### src/rtl/seq_addsub_chunked_if.sv
// Bus bundle for seq_addsub_chunked: the start/operand request side and
// the busy/done/result response side of the chunked adder/subtractor.
interface seq_addsub_chunked_if #(
    parameter int BUS_WIDTH = 16
);
    logic                 start;
    logic [BUS_WIDTH-1:0] op1;
    logic [BUS_WIDTH-1:0] op2;
    logic                 cin;
    logic                 sub;
    logic                 busy;
    logic                 done;
    logic [BUS_WIDTH-1:0] sum;
    logic                 cout;
    logic                 ovfl;

    modport master (
        output start, op1, op2, cin, sub,
        input  busy, done, sum, cout, ovfl
    );

    modport slave (
        input  start, op1, op2, cin, sub,
        output busy, done, sum, cout, ovfl
    );
endinterface

### src/rtl/seq_addsub_chunked.sv
// Multi-cycle signed adder/subtractor. The effective addition
// A + (sub ? ~B : B) + (cin ^ sub) is resolved CHUNK_WIDTH bits per clock,
// LSB slice first, with the slice carry held in a register so that the
// combinational carry chain never exceeds one slice.
module seq_addsub_chunked #(
    parameter int BUS_WIDTH   = 16,
    parameter int CHUNK_WIDTH = 4,
    parameter int SATURATE    = 0
) (
    input logic                 clk_i,
    input logic                 rst_i,
    seq_addsub_chunked_if.slave bus
);

    localparam int NCHUNK = BUS_WIDTH / CHUNK_WIDTH;
    localparam int IDXW   = (NCHUNK > 1) ? $clog2(NCHUNK) : 1;
    localparam logic [IDXW-1:0] LAST_IDX = IDXW'(NCHUNK - 1);

    typedef enum logic [1:0] {
        IDLE,
        RUN,
        DONE
    } state_e;

    state_e               state_q, state_d;
    logic [IDXW-1:0]      chunkIdx_q, chunkIdx_d;
    logic [BUS_WIDTH-1:0] opA_q, opA_d;
    logic [BUS_WIDTH-1:0] opB_q, opB_d;
    logic [BUS_WIDTH-1:0] part_q, part_d;
    logic                 carry_q, carry_d;
    logic [BUS_WIDTH-1:0] sum_q, sum_d;
    logic                 cout_q, cout_d;
    logic                 ovfl_q, ovfl_d;

    logic [31:0]            chunkBase;
    logic [CHUNK_WIDTH-1:0] aChunk;
    logic [CHUNK_WIDTH-1:0] bChunk;
    logic [CHUNK_WIDTH:0]   chunkSum;
    logic [BUS_WIDTH-1:0]   rawSum;
    logic [BUS_WIDTH-1:0]   satSum;
    logic                   rawOvfl;

    // Slice datapath: add the current slice of A and the (already inverted
    // for subtract) B plus the registered carry, and merge the slice result
    // into the partial sum. The partial sum is cleared on start, so each
    // slice position is still zero when its result is OR-ed in.
    always_comb begin
        chunkBase = 32'(chunkIdx_q) * 32'(CHUNK_WIDTH);
        aChunk    = CHUNK_WIDTH'(opA_q >> chunkBase);
        bChunk    = CHUNK_WIDTH'(opB_q >> chunkBase);
        chunkSum  = {1'b0, aChunk} + {1'b0, bChunk} + {{CHUNK_WIDTH{1'b0}}, carry_q};
        rawSum    = part_q | (BUS_WIDTH'(chunkSum[CHUNK_WIDTH-1:0]) << chunkBase);
        rawOvfl   = (opA_q[BUS_WIDTH-1] & opB_q[BUS_WIDTH-1] & ~rawSum[BUS_WIDTH-1])
                  | (~opA_q[BUS_WIDTH-1] & ~opB_q[BUS_WIDTH-1] & rawSum[BUS_WIDTH-1]);
        satSum    = opA_q[BUS_WIDTH-1] ? {1'b1, {(BUS_WIDTH-1){1'b0}}}
                                       : {1'b0, {(BUS_WIDTH-1){1'b1}}};
    end

    // Next-state logic: latch operands on an accepted start, step one slice
    // per RUN cycle, and publish sum/cout/ovfl only on the final slice so
    // intermediate slices never show on the result port.
    always_comb begin
        state_d    = state_q;
        chunkIdx_d = chunkIdx_q;
        opA_d      = opA_q;
        opB_d      = opB_q;
        part_d     = part_q;
        carry_d    = carry_q;
        sum_d      = sum_q;
        cout_d     = cout_q;
        ovfl_d     = ovfl_q;

        unique case (state_q)
            IDLE, DONE: begin
                if (bus.start) begin
                    opA_d      = bus.op1;
                    opB_d      = bus.op2 ^ {BUS_WIDTH{bus.sub}};
                    carry_d    = bus.cin ^ bus.sub;
                    part_d     = '0;
                    chunkIdx_d = '0;
                    state_d    = RUN;
                end else begin
                    state_d = IDLE;
                end
            end
            RUN: begin
                part_d  = rawSum;
                carry_d = chunkSum[CHUNK_WIDTH];
                if (chunkIdx_q == LAST_IDX) begin
                    cout_d  = chunkSum[CHUNK_WIDTH];
                    ovfl_d  = rawOvfl;
                    sum_d   = ((SATURATE != 0) && rawOvfl) ? satSum : rawSum;
                    state_d = DONE;
                end else begin
                    chunkIdx_d = chunkIdx_q + 1'b1;
                end
            end
            default: state_d = IDLE;
        endcase
    end

    // State and datapath registers; reset aborts any operation in flight
    // and clears the published result.
    always_ff @(posedge clk_i) begin
        if (rst_i) begin
            state_q    <= IDLE;
            chunkIdx_q <= '0;
            opA_q      <= '0;
            opB_q      <= '0;
            part_q     <= '0;
            carry_q    <= 1'b0;
            sum_q      <= '0;
            cout_q     <= 1'b0;
            ovfl_q     <= 1'b0;
        end else begin
            state_q    <= state_d;
            chunkIdx_q <= chunkIdx_d;
            opA_q      <= opA_d;
            opB_q      <= opB_d;
            part_q     <= part_d;
            carry_q    <= carry_d;
            sum_q      <= sum_d;
            cout_q     <= cout_d;
            ovfl_q     <= ovfl_d;
        end
    end

    // Handshake outputs decode directly from the state register.
    always_comb begin
        bus.busy = (state_q == RUN);
        bus.done = (state_q == DONE);
        bus.sum  = sum_q;
        bus.cout = cout_q;
        bus.ovfl = ovfl_q;
    end

endmodule

### src/flat_wrapper.sv
// flat-port wrapper written by rule: the top's interface ports become plain ports
module seq_addsub_chunked_flat 
#(
    parameter int BUS_WIDTH   = 16,
    parameter int CHUNK_WIDTH = 4,
    parameter int SATURATE    = 0
)
  (clk_i, rst_i, bus_start, bus_op1, bus_op2, bus_cin, bus_sub, bus_busy, bus_done, bus_sum, bus_cout, bus_ovfl);
  seq_addsub_chunked_if #(.BUS_WIDTH(BUS_WIDTH)) bus_i ();
  input logic clk_i;
  input logic rst_i;
  input wire logic [$bits(bus_i.start)-1:0] bus_start;
  input wire logic [$bits(bus_i.op1)-1:0] bus_op1;
  input wire logic [$bits(bus_i.op2)-1:0] bus_op2;
  input wire logic [$bits(bus_i.cin)-1:0] bus_cin;
  input wire logic [$bits(bus_i.sub)-1:0] bus_sub;
  output wire logic [$bits(bus_i.busy)-1:0] bus_busy;
  output wire logic [$bits(bus_i.done)-1:0] bus_done;
  output wire logic [$bits(bus_i.sum)-1:0] bus_sum;
  output wire logic [$bits(bus_i.cout)-1:0] bus_cout;
  output wire logic [$bits(bus_i.ovfl)-1:0] bus_ovfl;
  assign bus_i.start = bus_start;
  assign bus_i.op1 = bus_op1;
  assign bus_i.op2 = bus_op2;
  assign bus_i.cin = bus_cin;
  assign bus_i.sub = bus_sub;
  assign bus_busy = bus_i.busy;
  assign bus_done = bus_i.done;
  assign bus_sum = bus_i.sum;
  assign bus_cout = bus_i.cout;
  assign bus_ovfl = bus_i.ovfl;
  seq_addsub_chunked #(.BUS_WIDTH(BUS_WIDTH), .CHUNK_WIDTH(CHUNK_WIDTH), .SATURATE(SATURATE)) u_core (.clk_i(clk_i), .rst_i(rst_i), .bus(bus_i));
endmodule
### config.mk
export PLATFORM = sky130hd
export DESIGN_NAME = seq_addsub_chunked_flat
export DESIGN_NICKNAME = d
export VERILOG_FILES = /design/src/rtl/seq_addsub_chunked_if.sv /design/src/rtl/seq_addsub_chunked.sv /design/src/flat_wrapper.sv
export SDC_FILE = /design/constraint.sdc
export NUM_CORES = 1
export LEC_CHECK = 0
export ABC_AREA = 1
export BUFFER_PORTS_ARGS = -buffer_cell sky130_fd_sc_hd__clkbuf_2
export CORE_ASPECT_RATIO = 1.5
export CORE_MARGIN = 4
export CORE_UTILIZATION = 45
export CTS_CLUSTER_DIAMETER = 100
export DETAILED_ROUTE_END_ITERATION = 8
export PLACE_DENSITY = 0.69
export SLEW_MARGIN = 20
export SYNTH_ARGS = -nofsm -noshare
export SYNTH_HDL_FRONTEND = slang
export SYNTH_SLANG_ARGS = --single-unit
### constraint.sdc
create_clock -name clk_i -period 4.7 [get_ports clk_i]
set_input_delay 0.47 -clock clk_i [delete_from_list [all_inputs] [get_ports clk_i]]
set_output_delay 0.47 -clock clk_i [all_outputs]
set_load 0.01 [all_outputs]
**Word-level counts from Yosys, hierarchy flattened**

Index checks and enable logic that the tools add are counted.

- Bits of input ports: 37
- Output and inout bits: 20
- Word-level logic and storage cells: 49
- Register bits after elaboration: 71

- Muxes and demuxes: 10
- Reductions and logical operators: 7
- $add $sub $neg: 3
- Equal/unequal tests: 6
- Bitwise logic cells: 11
- Shifts and indexed selects: 3

Operators with widths:

| kind | number |
|---|---|
| 16-bit one-hot mux with 2 select lines | 1 |
| 16-bit by 4-bit >> shifter with 4-bit output | 2 |
| 16-bit two-way mux | 1 |
| 16-bit OR | 1 |
| 4-bit by 4-bit left shift with 16-bit output | 1 |
| 16-bit bitwise XOR | 1 |
| 2-bit one-hot mux with 2 select lines | 2 |
| 2-bit two-way mux | 3 |
| 2-bit AND reduction | 3 |
| 4-bit by 4-bit adder with 5-bit output | 1 |
| 5-bit by 1-bit adder with 5-bit output | 1 |
| 1-bit bitwise AND | 4 |
| 2-bit == test, second input constant | 2 |
| 2-bit inequality test, second input constant | 2 |
| 1-bit inverter | 3 |
| 3-bit AND reduction | 1 |
| 2-bit by 1-bit adder with 2-bit output, second input constant | 1 |
| 2-bit by 1-bit == test with 1-bit output, second input constant | 1 |
| 2-bit zero test | 1 |
| 1-bit two-way mux | 2 |
| 2-bit by 1-bit inequality test with 1-bit output, second input constant | 1 |
| 1-bit one-hot mux with 2 select lines | 1 |
| 2-bit nonzero test | 1 |
| 2-bit OR reduction | 1 |
| 2 further kinds | 2 |

**Depth between registers and ports, before layout**

Gate-level depths: netlist (run 1).

- Word-level depth: 8
- Mapped depth: 16
- Depth with buffers taken out: 14

**Least setup slack after synthesis (run 1)**

OpenSTA, ideal clock, no wires.

- Path type: reg-to-reg
- Start: register u_core.chunkIdx_q[0]
- End: register u_core.sum_q[6], in the netlist u_core.bus.sum[6]
- Library setup time: 0.113 ns
- Data arrival time: 2.520 ns
- Cell stages (with the launch flop): 14
- Buffers on the path: 3
- Setup slack: 2.067 ns
- Period minus slack after synthesis: 2.633 ns
- Data required time: 4.587 ns
- Cells stage by stage: dfxtp_1 -> clkbuf_2 -> inv_1 -> buf_2 -> buf_2 -> o21ai_0 -> o21ai_0 -> fa_1 -> fa_1 -> or2_2 -> nand3_1 -> o21bai_1 -> o21ai_1 -> inv_1

- Longest elaborated chain between the ends: 5
- Elaborated cells between the ends (all ways): 8
- Those cells by class: add/sub (2); eq/ne (1); shift (3); bitwise (1); reduce/logical (1)

Ends and longest elaborated chain:

| item | line | source |
|---|---|---|
| start, declared | seq_addsub_chunked.sv:26 | `logic [IDXW-1:0] chunkIdx_q, chunkIdx_d;` |
| start signal, assigned | seq_addsub_chunked.sv:117 | `chunkIdx_q <= chunkIdx_d;` |
| 16-bit by 4-bit >> shifter with 4-bit output, on equally long branches | seq_addsub_chunked.sv:49, seq_addsub_chunked.sv:50 |  |
| 4-bit by 4-bit adder with 5-bit output | seq_addsub_chunked.sv:51 | `chunkSum = {1'b0, aChunk} + {1'b0, bChunk} + {{CHUNK_WIDTH{1'b0}}, carry_q};` |
| 5-bit by 1-bit adder with 5-bit output | seq_addsub_chunked.sv:51 |  |
| 4-bit by 4-bit left shift with 16-bit output | seq_addsub_chunked.sv:52 | `rawSum = part_q \| (BUS_WIDTH'(chunkSum[CHUNK_WIDTH-1:0]) << chunkBase);` |
| 16-bit OR | seq_addsub_chunked.sv:52 |  |
| end signal, assigned | seq_addsub_chunked.sv:122 | `sum_q <= sum_d;` |
| end, declared | seq_addsub_chunked.sv:31 | `logic [BUS_WIDTH-1:0] sum_q, sum_d;` |

Several ways; a longest one is shown, not always the timed one.
A chain may end at the register's enable or synchronous reset.

**Final worst setup path (run 1)**

- Start: register u_core.chunkIdx_q[1]
- End: register u_core.sum_q[10], in the netlist u_core.bus.sum[10]

Same word-level chain as after synthesis.

==> flow_summary.toml, run 1 <==
[hold_path]
whs_path_depth = 3
min-delay-path-class = "in -> reg"

[synthesis]
async_flop_share_pct = 0
synth-main-ff-cell = "dfxtp_1"
synth_top_area_cell = "dfxtp_1"
synth_edf_count = 0
synth.distinct_cells = 32
ys_seq_elements = 71
yosysTopAreaCellShare_pct = 44.3
syn_avg_cell_area_um2 = 8.08
yosysSeqAreaShare_pct = 44.3
synth_area_mm2 = 0.00321
syn_inst = 397
ys_warn_count = 0
synth_most_common_cell = "dfxtp_1"
synth.area.top_cells = "dfxtp_1 (44%), o21ai_0 (11%), nor2_1 (6.1%), a21oi_1 (5.2%), inv_1 (4.9%)"
syn-num-nets = 440
synthTopCellsByCount = "dfxtp_1 (71), o21ai_0 (68), nor2_1 (52)"

[die]
dieArea_mm2 = 0.00857
initial_core_util_pct = 46.5
core_area_mm2 = 0.00690
die_h_um = 111
die_w_um = 76.9
ios = 57
rows = 37

[place]
post-place-ws_ns = 1.68
finalWeightedCongestion = 0.822
dp_cells = 510
hpwl_um = 5060
placed_cell_area_mm2 = 0.00348
port-buffer-count = 56

[layout]
fin_area_mm2 = 0.00367
diodes = 0
drive_above_1_share_pct = 19.9
stdcell_count = 526
seq_area_mm2 = 0.00142
n_fill_cell = 685
multi_input_area_mm2 = 0.00149
area_delta_synth_final_pct = 14.5
final_nets = 486

[timing]
relSlewSlack_pct = 58.2
finalHoldViolCount = 0
fin_crit_sh_pct = 64.6
max_freq_ghz = 0.329
maxSlewViolCount = 0
min_period_ns = 3.04
rsz0062_at_grt = "false"
tns_ns = 0
setup_viol = 0
worst_pin_slew_ns = 0.627
worst_slack_ns = 1.66
fin_skew_ns = 0.00550

[global_routing]
grt_max_degree = 50
grt_usage_pct = 17.5
antenna_found_initial = 0
grt.overflow.total = 0
grt_pass1_wl_um = 12000
grt_pass1_vias = 2687

[pwr]
powerDensity_mw_per_mm2 = 391
total_power_mw = 1.44
power.leakage_nw = 1.61
vdd_drop_max_mv = 0.186

[setup_path]
ff2ff_setup_slack_ns = 1.66
critPathRequiredTime_ns = 4.95
r2r_start = "u_core.chunkIdx_q[1]$_SDFFE_PP0P_"
cp_max_fo = 18
end_kind = "flip-flop"
setup.worst_path.class = "reg -> reg"
start_kind = "flip-flop"
arrival_ns = 3.28
cp-startpoint = "u_core.chunkIdx_q[1]$_SDFFE_PP0P_"
r2r_cells = 10
worstReg2RegEnd = "u_core.bus.sum[10]$_SDFFE_PP0P_"
crit_end = "u_core.bus.sum[10]$_SDFFE_PP0P_"

[drt]
drtAntennaViolNets = 0
drc = 0
vias_per_cell = 5.16
wirelength_um = 6940
wire_per_inst_um = 13.2
dr.first_iter.drc_count = 228
vias = 2713
drt_first_pass_iters = 4

[cts]
clock_latency_ns = 0.35
cts_root_buf = "clkbuf_8"
cts_setup_buffers = 0
cts_max_level = 3
cts.clk_slew.worst_paths_ns = 0.07
clockBufferDepth = 2
cts_tree = "yes"
ctsHoldBuffers = 0
cts_resized = 0
cts-buffers-inserted = 9
cts_sinks = 71

[status]
status = "completed"

[flow_run]
drv_cap = 0
==> kinds of logic (layout without fill, tap and decap cells) <==
family          count (synthesis)  count (layout)  synth area share [%]
compound gates                137             137                  24.0
fa+ha+maj                       6               6                  2.81
buf+inv                        68             119                  9.29
simple gates                   98              98                  14.9
xor+xnor                       17              17                  4.64
flops                          71              71                  44.3
==> worst max-delay path: stages (launching register included) <==
cell and delay (ns):
dfxtp_1 0.69, inv_1 0.39, o21ai_0 0.16, o21ai_0 0.14, fa_1 0.47, fa_1 0.40, or2_2 0.29, nand3_1 0.10
o21bai_1 0.10, o21ai_1 0.14, inv_1 0.04
==> placed cells by master, fill, tap and decap left out, types with 3 or more instances in the layout <==
| master | count |
|---|---|
| a211oi_1 | 8 |
| a21oi_1 | 33 |
| buf_4 | 3 |
| clkbuf_2 | 56 |
| clkbuf_8 | 10 |
| clkinv_2 | 3 |
| dfxtp_1 | 71 |
| ha_1 | 4 |
| inv_1 | 42 |
| nand2_1 | 17 |
| nand3_1 | 19 |
| nand3_2 | 4 |
| nor2_1 | 52 |
| nor2_8 | 3 |
| o211ai_2 | 4 |
| o21ai_0 | 68 |
| o21ai_1 | 8 |
| o22ai_1 | 7 |
| xnor2_1 | 16 |
==> layer usage <==
layer | track usage (%) | vias up | routed length (um)
met4 | 9.55 | 0 | 225
met1 | 19.9 | 1204 | 2990
met2 | 30.1 | 64 | 3480
li1 | - | 1426 | -
met3 | 3.80 | 19 | 254
met5 | 0 | - | 0
==> report_power, final <==
group	internal [mW]	switching, mW
clock	0.257	0.218
sequential	0.646	0.0268
combinational	0.109	0.179
==> sequential cells by signal, summed over array words and instances, names as in the netlist <==
name and count:
u_core.bus.cout 1, u_core.bus.ovfl 1, u_core.bus.sum 16, u_core.carry_q 1, u_core.chunkIdx_q 2, u_core.opA_q 16, u_core.opB_q 16, u_core.part_q 16
u_core.state_q 2
==> layout make-up <==
class | instances | share of cell area [%]
clock buffer | 12 | 3.95
clock inverter | 4 | 1.23
inverter | 44 | 4.70
multi-input combinational | 258 | 40.5
sequential | 71 | 38.7
tap | 78 | 2.66
timing repair buffer | 59 | 8.25
==> how the worst min path moves through the flow <==
stage | start | to | slack (ns)
detailed placement | u_core.part_q[8]$_SDFFE_PP0P_ | u_core.part_q[8]$_SDFFE_PP0P_ | 0.45
global placement | u_core.part_q[9]$_SDFFE_PP0P_ | u_core.part_q[9]$_SDFFE_PP0P_ | 0.44
CTS | bus_op1[0] | u_core.opA_q[0]$_SDFFE_PP0P_ | 0.37
floorplan | u_core.part_q[0]$_SDFFE_PP0P_ | u_core.part_q[0]$_SDFFE_PP0P_ | 0.43
global route | bus_op1[0] | u_core.opA_q[0]$_SDFFE_PP0P_ | 0.37
finish | bus_op1[1] | u_core.opA_q[1]$_SDFFE_PP0P_ | 0.37
==> stage by stage <==
| step | hold WS [ns] | utilization, % |
|---|---|---|
| floorplan | 0.427 | - |
| global placement | 0.444 | 50.5 |
| detailed placement | 0.447 | 50.5 |
| CTS | 0.365 | 53.2 |
| global route | 0.371 | 53.2 |
| finish | 0.372 | 53.2 |
No activity file was read; power rests on OpenSTA's default activity.
==> run 2: changes to the inputs <==
==> constraint.sdc (replaced) <==
create_clock -name clk_i -period 3.05 [get_ports clk_i]
set_input_delay 0.305 -clock clk_i [delete_from_list [all_inputs] [get_ports clk_i]]
set_output_delay 0.305 -clock clk_i [all_outputs]
set_load 0.01 [all_outputs]
==> run 2 against run 1 <==
Routed wire length is 1.2% higher. Worst setup slack lost 1.2 ns. Count of clock-buffer cells in the layout decreased by 1. First-iteration DRC count is 44% lower. Sequential share of layout area fell by 0.46 points. Largest power group unchanged. Clock power rose by 71%.
==> flow_summary.toml, run 2 (synthesized netlist as in run 1, its figures left out) <==
[cts]
clockBufferDepth = 2
cts_sinks = 71
cts_tree = "yes"
cts.clk_slew.worst_paths_ns = 0.07
ctsHoldBuffers = 0
cts_setup_buffers = 0
cts_root_buf = "clkbuf_8"
clock_latency_ns = 0.35
cts_max_level = 3
cts_resized = 0
cts-buffers-inserted = 9

[setup_path]
path_cells = "inv_1 -> a21oi_1 -> o21ai_0 -> o21ai_0 -> fa_1 -> fa_1 -> or2_2 -> nand3_1 -> o21bai_1 -> o21ai_1 -> inv_1"
arrival_ns = 2.86
critPathRequiredTime_ns = 3.30
end_kind = "flip-flop"
start_kind = "flip-flop"
crit_family = "adder cells"
crit_slowest_cell = "fa_1"
setup.worst_path.class = "reg -> reg"
crit_path_max_incr_delay_ns = 0.47
cp_max_fo = 18
worst-path-buf-inv = 2

[layout]
layout_common_cells = "dfxtp_1 (71), o21ai_0 (68), clkbuf_2 (56)"
n_fill_cell = 686
seq_area_mm2 = 0.00142
drive_above_1_share_pct = 20.4
layout_commonest_cell = "dfxtp_1"
multi_input_area_mm2 = 0.00149
final_nets = 489
area_delta_synth_final_pct = 15.9
diodes = 0
final_core_util_pct = 53.9

[drt]
dr.first_iter.drc_count = 128
wire_per_inst_um = 13.3
vias = 2732
wirelength_um = 7020
drc = 0
vias_per_cell = 5.17
drt_first_pass_iters = 4
drtAntennaViolNets = 0

[pwr]
p_seq_share_pct = 45.1
vdd_drop_max_mv = 0.316
p_clk_share_pct = 35.3
combPwrFrac_pct = 19.6
netSwitchingFraction_pct = 28.4
power.leakage_nw = 1.63
powerDensity_mw_per_mm2 = 618
total_power_mw = 2.30
intPower_mw = 1.64
power.switching_mw = 0.651

[global_routing]
grt.overflow.total = 0
antenna_found_initial = 0
grt_max_degree = 34
grt_pass1_wl_um = 12300
grt_pass1_vias = 2704
grt_usage_pct = 17.9

[timing]
finalHoldViolCount = 0
worst_pin_slew_ns = 0.695
max_freq_ghz = 0.383
setup_viol = 0
relSlewSlack_pct = 53.6
min_period_ns = 2.61
maxSlewViolCount = 0
fin_hold_ws_ns = 0.199
fin_skew_ns = 0.00658
fin_crit_sh_pct = 85.5
tns_ns = 0
rsz0062_at_grt = "false"

[flow_run]
drv_cap = 0

[place]
port-buffer-count = 56
finalWeightedCongestion = 0.865
hpwl_um = 5190

[die]
rows = 37
ios = 57
core_area_mm2 = 0.00690
die_h_um = 111
initial_core_util_pct = 46.5
dieArea_mm2 = 0.00857
die_w_um = 76.9

[hold_path]
min-delay-path-class = "in -> reg"

[status]
status = "completed"
-- run 2: path summary, 6_finish.rpt --
kind | depth (start not counted) | slack, ns | from | endpoint
worst min-delay path | 3 | 0.20 | bus_op1[2] | u_core.opA_q[2]$_SDFFE_PP0P_
worst max-delay path | 11 | 0.44 | u_core.chunkIdx_q[0]$_SDFFE_PP0P_ | u_core.bus.sum[6]$_SDFFE_PP0P_
worst max register to register | 11 | 0.44 | u_core.chunkIdx_q[0]$_SDFFE_PP0P_ | u_core.bus.sum[6]$_SDFFE_PP0P_
worst min register to register | 2 | 0.46 | u_core.part_q[2]$_SDFFE_PP0P_ | u_core.part_q[2]$_SDFFE_PP0P_
-- run 2: through the flow --
| stage | area (um^2) | cells | setup WS, ns |
|---|---|---|---|
| floorplan | 3210 | 397 | 0.417 |
| global placement | 3500 | 513 | 0.534 |
| detailed placement | 3500 | 513 | 0.442 |
| CTS | 3720 | 528 | 0.428 |
| global route | 3720 | 528 | 0.149 |
| finish | 3720 | 528 | 0.442 |
-- run 2: layout make-up --
cell class                      instances  share of cell area (%)
Clock buffer                           11                    3.80
Clock inverter                          4                    1.89
Inverter                               44                    4.65
Multi-Input combinational cell        258                    40.0
Sequential cell                        71                    38.2
Tap cell                               78                    2.63
Timing Repair Buffer                   62                    8.75
-- run 2: worst register-to-register path, delay by kind of cell, from the launching register on --
family,cells,cell delay (ns)
flip-flops,1,0.31
adder cells (fa/ha/maj),2,0.86
AND/OR/NAND/NOR,2,0.41
buffers and inverters,2,0.37
AO/OA/AOI/OAI,5,0.55
-- run 2: per-layer routing --
metal  vias up  global-route usage (%)  wire (um)
met2        52                    32.9       3700
li1       1427                       -          -
met3        15                    3.32        247
met5         -                       0          0
met4         0                    9.19        190
met1      1238                    19.1       2890
-- run 2: power by group through the flow --
stage	Clock [mW]	Sequential, mW	Combinational [mW]
after floorplan	0	1.05	0.328
after global placement	0	1.06	0.444
after detailed placement	0	1.06	0.452
after CTS	0.829	1.04	0.454
after global routing	0.859	1.04	0.520
final	0.810	1.04	0.450
==> run 3: changes to the inputs <==
--- a/config.mk
+++ b/config.mk
@@ -13,6 +13,7 @@
 export CTS_CLUSTER_DIAMETER = 100
 export DETAILED_ROUTE_END_ITERATION = 8
 export PLACE_DENSITY = 0.69
+export RECOVER_POWER = 25
 export SLEW_MARGIN = 20
 export SYNTH_ARGS = -nofsm -noshare
 export SYNTH_HDL_FRONTEND = slang
==> run 3 against run 2 <==
Critical path depth is the same. Register-to-register slack hardly changed. Global-route usage unchanged. Die area did not move. Core utilization shrank 0.60 points. Combinational power decreased by 2%. Sequential power about the same. Hold slack lost 0.0010 ns. Clock skew about the same. Clock power hardly changed. Cell count unchanged. Routed wire length grew 0.20%.
==> flow_summary.toml, run 3 (synthesized netlist as in run 1, its figures left out) <==
[setup_path]
start_kind = "flip-flop"
crit_slowest_cell = "fa_1"
path_cells = "inv_1 -> a21oi_1 -> o21ai_0 -> o21ai_0 -> fa_1 -> fa_1 -> or2_2 -> nand3_1 -> o21bai_1 -> o21ai_1 -> inv_1"
cp_max_fo = 18
critPathRequiredTime_ns = 3.30
arrival_ns = 2.86
end_kind = "flip-flop"
crit_path_max_incr_delay_ns = 0.47
setup.worst_path.class = "reg -> reg"

[timing]
max_freq_ghz = 0.383
worst_pin_slew_ns = 0.707
worst_slack_ns = 0.441
setup_viol = 0
min_period_ns = 2.61
fin_hold_ws_ns = 0.198
rsz0062_at_grt = "false"
finalHoldViolCount = 0
maxSlewViolCount = 0
tns_ns = 0
fin_crit_sh_pct = 85.6
relSlewSlack_pct = 52.8
fin_skew_ns = 0.00664

[place]
post-place-ws_ns = 0.442
hpwl_um = 5190
placed_cell_area_mm2 = 0.00350
port-buffer-count = 56
dp_cells = 513
finalWeightedCongestion = 0.865

[die]
rows = 37
core_area_mm2 = 0.00690
ios = 57
initial_core_util_pct = 46.5
dieArea_mm2 = 0.00857
die_w_um = 76.9
die_h_um = 111

[pwr]
vdd_drop_max_mv = 0.316
p_seq_share_pct = 45.3
combPwrFrac_pct = 19.3
powerDensity_mw_per_mm2 = 623
p_clk_share_pct = 35.5
netSwitchingFraction_pct = 28.4
total_power_mw = 2.29
power.switching_mw = 0.651
intPower_mw = 1.64
power.leakage_nw = 1.56

[layout]
final_nets = 489
layout_common_cells = "dfxtp_1 (71), o21ai_0 (68), nor2_1 (53)"
fin_area_mm2 = 0.00367
layout_commonest_cell = "dfxtp_1"
final_core_util_pct = 53.3
drive_above_1_share_pct = 15.8
diodes = 0
stdcell_count = 528
area_delta_synth_final_pct = 14.6

[drt]
drc = 0
wire_per_inst_um = 13.3
drtAntennaViolNets = 0
dr.first_iter.drc_count = 132
wirelength_um = 7040
drt_first_pass_iters = 4
vias = 2740
vias_per_cell = 5.19

[cts]
ctsHoldBuffers = 0
cts_max_level = 3
cts-buffers-inserted = 9
cts.clk_slew.worst_paths_ns = 0.07
cts_tree = "yes"
cts_sinks = 71
clock_latency_ns = 0.36
clockBufferDepth = 2
cts_root_buf = "clkbuf_8"
cts_resized = 0
cts_setup_buffers = 0

[global_routing]
grt_pass1_vias = 2704
grt_usage_pct = 17.9
grtUsageMet3_pct = 3.32
grt_pass1_wl_um = 12300
grt.busiest_layer = "met2"
grt.overflow.total = 0
grt_max_degree = 34
grt_use_met2_pct = 32.9
antenna_found_initial = 0
gr-usage-met1_pct = 19.1

[hold_path]
min-delay-path-class = "in -> reg"

[flow_run]
drv_cap = 0

[status]
status = "completed"
[run 3: layout make-up]
cell class	instances	area, um^2
Clock inverter	4	70.1
Sequential cell	71	1420
Fill cell	703	3220
Timing Repair Buffer	62	300
Tap cell	78	97.6
Clock buffer	11	141
Multi-Input combinational cell	258	1470
Inverter	44	173
[run 3: power by group through the flow]
stage / Sequential [mW] / Combinational [mW] / Clock, mW
final: 1.04 / 0.441 / 0.812
after global routing: 1.04 / 0.512 / 0.859
after CTS: 1.04 / 0.454 / 0.829
after detailed placement: 1.06 / 0.452 / 0
after global placement: 1.06 / 0.444 / 0
after floorplan: 1.05 / 0.328 / 0
[run 3: critical path: cells and delay by family, from the launching register on]
kind / cells / cell delay [ns]
adder cells (fa/ha/maj): 2 / 0.86
AO/OA/AOI/OAI: 5 / 0.54
AND/OR/NAND/NOR: 2 / 0.41
buffers and inverters: 2 / 0.38
flip-flops: 1 / 0.31
[run 3: worst paths after layout]
kind                            slack, ns                              to  depth (start not counted)                              start
worst max-delay path                 0.44  u_core.bus.sum[6]$_SDFFE_PP0P_                         11  u_core.chunkIdx_q[0]$_SDFFE_PP0P_
worst max register to register       0.44  u_core.bus.sum[6]$_SDFFE_PP0P_                         11  u_core.chunkIdx_q[0]$_SDFFE_PP0P_
worst min-delay path                 0.20    u_core.opA_q[2]$_SDFFE_PP0P_                          3                         bus_op1[2]
worst min register to register       0.46  u_core.part_q[14]$_SDFFE_PP0P_                          2     u_core.part_q[14]$_SDFFE_PP0P_
[run 3: routing by layer]
layer / part of all wire [%] / wire [um] / vias up
met5: 0 / 0 / -
met3: 3.3 / 231 / 16
met4: 2.9 / 201 / 0
met1: 41 / 2910 / 1246
li1: - / - / 1430
met2: 52 / 3690 / 48
